$ cat src/rtl/timer_ctrl.sv
`timescale 1ns/1ps
// Microwave countdown sequencer: load/clear/count-enable strobes for the BCD digit chain,
// tick prescaler, magnetron gating and completion flag. All outputs registered, one cycle after inputs.
module timer_ctrl #(
  parameter int TICK_DIV    = 100,
  parameter int DONE_CYCLES = 3
) (
  input  logic       clock,
  input  logic       clearn,
  input  logic       startn,
  input  logic       stopn,
  input  logic       door_closed,
  input  logic       keypad_load,
  input  logic       timer_zero,
  output logic       loadn,
  output logic       cnt_clearn,
  output logic       cnt_en,
  output logic       mag_on,
  output logic       done,
  output logic [1:0] state
);

  localparam int PW = (TICK_DIV > 1) ? $clog2(TICK_DIV) : 1;
  localparam int DW = ($clog2(DONE_CYCLES + 1) > 0) ? $clog2(DONE_CYCLES + 1) : 1;
  localparam logic [PW-1:0] PRESC_LAST = PW'(TICK_DIV - 1);
  localparam logic [DW-1:0] DONE_LAST  = DW'(DONE_CYCLES - 1);

  typedef enum logic [1:0] {
    IDLE  = 2'd0,
    RUN   = 2'd1,
    PAUSE = 2'd2,
    DONE  = 2'd3
  } state_t;

  state_t        st_q, st_d;
  logic [PW-1:0] presc_q, presc_d;
  logic [DW-1:0] dcnt_q, dcnt_d;
  logic          startn_q, stopn_q;
  logic          stop_press, start_press;
  logic          loadn_d, clr_d, en_d;

  // Stop dominates a simultaneous start everywhere.
  assign stop_press  = stopn_q & ~stopn;
  assign start_press = startn_q & ~startn & ~stop_press;

  always_comb begin
    st_d    = st_q;
    presc_d = presc_q;
    dcnt_d  = dcnt_q;
    loadn_d = 1'b1;
    clr_d   = 1'b1;
    en_d    = 1'b0;
    case (st_q)
      IDLE: begin
        if (stop_press) begin
          clr_d = 1'b0;
        end else if (keypad_load) begin
          loadn_d = 1'b0;
        end else if (start_press && door_closed && !timer_zero) begin
          st_d    = RUN;
          presc_d = '0;
        end
      end
      RUN: begin
        if (timer_zero) begin
          st_d   = DONE;
          dcnt_d = '0;
        end else if (stop_press || !door_closed) begin
          st_d = PAUSE;
        end else begin
          presc_d = (presc_q == PRESC_LAST) ? '0 : presc_q + PW'(1);
          en_d    = (presc_q == PRESC_LAST);
        end
      end
      PAUSE: begin
        if (stop_press) begin
          clr_d   = 1'b0;
          presc_d = '0;
          st_d    = IDLE;
        end else if (start_press && door_closed) begin
          st_d = RUN;
        end
      end
      DONE: begin
        if (stop_press || !door_closed || dcnt_q == DONE_LAST) begin
          st_d   = IDLE;
          dcnt_d = '0;
        end else begin
          dcnt_d = dcnt_q + DW'(1);
        end
      end
      default: st_d = IDLE;
    endcase
  end

  always_ff @(posedge clock or negedge clearn) begin
    if (!clearn) begin
      st_q       <= IDLE;
      presc_q    <= '0;
      dcnt_q     <= '0;
      startn_q   <= 1'b1;
      stopn_q    <= 1'b1;
      loadn      <= 1'b1;
      cnt_clearn <= 1'b1;
      cnt_en     <= 1'b0;
      mag_on     <= 1'b0;
      done       <= 1'b0;
    end else begin
      st_q       <= st_d;
      presc_q    <= presc_d;
      dcnt_q     <= dcnt_d;
      startn_q   <= startn;
      stopn_q    <= stopn;
      loadn      <= loadn_d;
      cnt_clearn <= clr_d;
      cnt_en     <= en_d;
      mag_on     <= (st_d == RUN);
      done       <= (st_d == DONE);
    end
  end

  assign state = st_q;

endmodule

$ cat config.mk
export PLATFORM = sky130hd
export DESIGN_NAME = timer_ctrl
export DESIGN_NICKNAME = d
export VERILOG_FILES = /design/src/rtl/timer_ctrl.sv
export SDC_FILE = /design/constraint.sdc
export NUM_CORES = 1
export LEC_CHECK = 0
export CAP_MARGIN = 20
export CORE_MARGIN = 5
export CORE_UTILIZATION = 52
export CTS_CLUSTER_SIZE = 40
export DETAILED_ROUTE_END_ITERATION = 7
export PLACE_DENSITY_LB_ADDON = 0.1
export REMOVE_ABC_BUFFERS = 1
export SLEW_MARGIN = 10
export SYNTH_ARGS = -nofsm -noshare
export SYNTH_HDL_FRONTEND = slang
export SYNTH_SLANG_ARGS = --single-unit
$ cat constraint.sdc
create_clock -name clock -period 1.7 [get_ports clock]
set_input_delay 0.17 -clock clock [delete_from_list [all_inputs] [get_ports clock]]
set_output_delay 0.17 -clock clock [all_outputs]
set_load 0.1 [all_outputs]
==> impl_metrics.ini <==
[status]
status = complete, no violations

[synth]
syn_inst = 88
netlist_top_cells_area = dfrtp_1 37%, dfstp_2 11%, nor2b_1 3.3%
yosysWarningCount = 0
yosysTopAreaCellShare = 0.370
ys_types = 36
yosysSeqAreaShare = 0.481
syn_avg_cell_area_um2 = 10.8
synth_area_leader_cell = dfrtp_1
synth-seq-cells = 18
syn_area_um2 = 947

[cells_and_area]
syn2layout_area_growth_pct = 32.6
seq_area_um2 = 455
nets = 125
diodes = 0
final_layout_size_suffix_gt1_frac = 0.339
multi_input_area_um2 = 467
fillers = 127
fin_util = 0.728

[clocking]
tritoncts = built
clk_pin_slew_ns = 0.11
htreeDepth = 1
cts_buffer_depth = 2
cts-buffers-inserted = 3
cts_root_buffer = clkbuf_4
clock_sinks = 18
worstSkewPairLatency_ns = 0.30

[setup_path]
setup.worst_path.class = reg2reg
max_stage_delay_ns = 0.54
cp_max_fo = 3
required_ns = 1.90
cp-end-kind = register
arrival_ns = 1.78
crit_chain = nor3b_2 > nor2_1 > o31a_4 > a221o_1
cp_slowest_cell = dfstp_2
startpoint_type = register

[global_routing]
grt_pass1_vias = 811
antenna_found_initial = 0
grtUsageTotal = 0.184
grt_pass1_wl_um = 3680
grt_max_degree = 19
overflow = 0

[power_and_ir_drop]
power.leakage_uw = 0.000587
power_density_mw_per_mm2 = 1570
vdd_drop_max_mv = 1.15
fin_total_pwr_uw = 1970

[placement]
gp_congestion = 0.908
io_buffer_count = 13
pre_cts_slack_ns = -0.0534
hpwl_um = 1670

[min_path]
hold_path_class = in2async

[sta]
hold_viol = 0
fmax_mhz = 631
setup_ws_ns = 0.115
grt_setup_unrepaired = no
worst_slew_pin_slew_ns = 0.277
clock_skew_ns = 0.00480
slew_headroom = 0.813
setup_viol = 0
slew_viol_final = 0
min_period_ns = 1.58
final.period_utilization = 0.932

[die]
dieArea_mm2 = 0.00278
rows = 15
die_w_um = 52.7
start_util = 0.549
io_pins = 14
fp.coreArea_mm2 = 0.00173
die_y_um = 52.7

[route]
drc = 0
drt_pass1_iterations = 4
viasPerCell = 5.56
ant_nets = 0
vias = 779
wl_per_cell_um = 15.2
wl_um = 2130
drtIter0Drc = 20

[flow_run]
cap_viol_max_count = 0
-- placed cells by master, fill, tap and decap left out, types with 4 or more instances in the layout --
cell type	Yosys	layout
buf_4	0	15
dfrtp_1	14	14
nor2_1	6	6
clkdlybuf4s50_1	0	6
nor2b_1	5	5
nand2_1	4	4
and3_1	4	4
nand3_1	4	4
dfstp_2	4	4
buf_12	0	4
-- what timing repair did --
action                     CTS  global route
hold buffers                 0             0
gates resized for setup      0             1
setup endpoints to repair    0             3
buffers inserted             0             0
-- cells by family (layout without fill, tap and decap cells) --
kind of cell / Yosys count / count (layout) / share of synthesized area
adder cells (fa/ha/maj): 2 / 2 / 0.0264
AND/OR/NAND/NOR: 40 / 40 / 0.260
buffers and inverters: 5 / 32 / 0.0317
flip-flops: 18 / 18 / 0.481
multiplexers: 2 / 2 / 0.0238
AO/OA/AOI/OAI: 21 / 21 / 0.177
-- path summary, 6_finish.rpt --
path                            slack [ns]         end  cells after the start      start
worst max-delay path                  0.12  presc_q[5]                      4   startn_q
worst min register to register        0.49   dcnt_q[0]                      1  dcnt_q[0]
worst max register to register        0.12  presc_q[5]                      4   startn_q
max in group asynchronous             1.24  cnt_clearn                      2     clearn
worst min-delay path                  0.20  presc_q[0]                      2     clearn
min in group clock                    0.31     stopn_q                      1      stopn
-- report_power, final --
part / leakage (uW) / internal [uW] / switching (uW)
Clock: 0.0000210 / 131 / 142
Combinational: 0.000340 / 381 / 667
Sequential: 0.000226 / 540 / 112
Total: 0.000587 / 1050 / 921
-- stage by stage --
stage	hold WS, ns	TNS, ns	cell area, um2	instances
6_report	0.197	0	1260	140
3_5_place_dp	0.481	-0.151	1210	136
3_3_place_gp	0.476	-0.0993	1210	136
5_1_grt	0.206	0	1260	140
2_1_floorplan	-0.126	-2.34	931	86
4_1_cts	0.203	0	1250	140
-- cell usage after synthesis --
master,count
or3_1,1
nor3_2,1
o31ai_2,1
inv_4,1
ha_1,2
o31a_4,1
mux2_2,2
a211o_1,1
o21a_1,1
nand2_1,4
a221o_1,2
nand2b_4,2
nand3_1,4
nand2b_2,1
nor2_1,6
nand4_1,3
nor3_1,1
dfrtp_1,14
nand2b_1,3
or2_2,1
a2111o_1,1
and3_1,4
o211ai_1,3
a31oi_1,2
inv_1,2
a211oi_1,1
o21ai_0,3
a41oi_1,2
buf_6,1
and2_1,2
nor2b_1,5
nor3b_1,1
buf_2,1
a21oi_1,3
or3_4,1
dfstp_2,4
-- worst max-delay path: cells and delay by family, from the launching register on --
kind | cells | cell delay (ns)
AOI/OAI and AO/OA | 2 | 0.63
DFF | 1 | 0.54
and+or+nand+nor | 2 | 0.31
-- layer usage --
layer  up-vias  part of all wire  GRT usage
li1        378                 -          -
met1       378              0.46      0.239
met2        19              0.49      0.298
met3         4             0.042     0.0342
met4         0             0.012     0.0766
met5         -                 0          0
-- layout make-up --
cell class | count | share of cell area
Multi-Input combinational cell | 65 | 0.372
Sequential cell | 18 | 0.363
Timing Repair Buffer | 25 | 0.201
Clock buffer | 4 | 0.0289
Tap cell | 25 | 0.0249
Inverter | 3 | 0.0110
-- flip-flops by register name (all words and copies together), names as in the netlist --
register	cells
presc_q	7
dcnt_q	2
state	2
cnt_clearn	1
cnt_en	1
done	1
loadn	1
mag_on	1
startn_q	1
stopn_q	1
No activity file was read; power rests on OpenSTA's default activity.
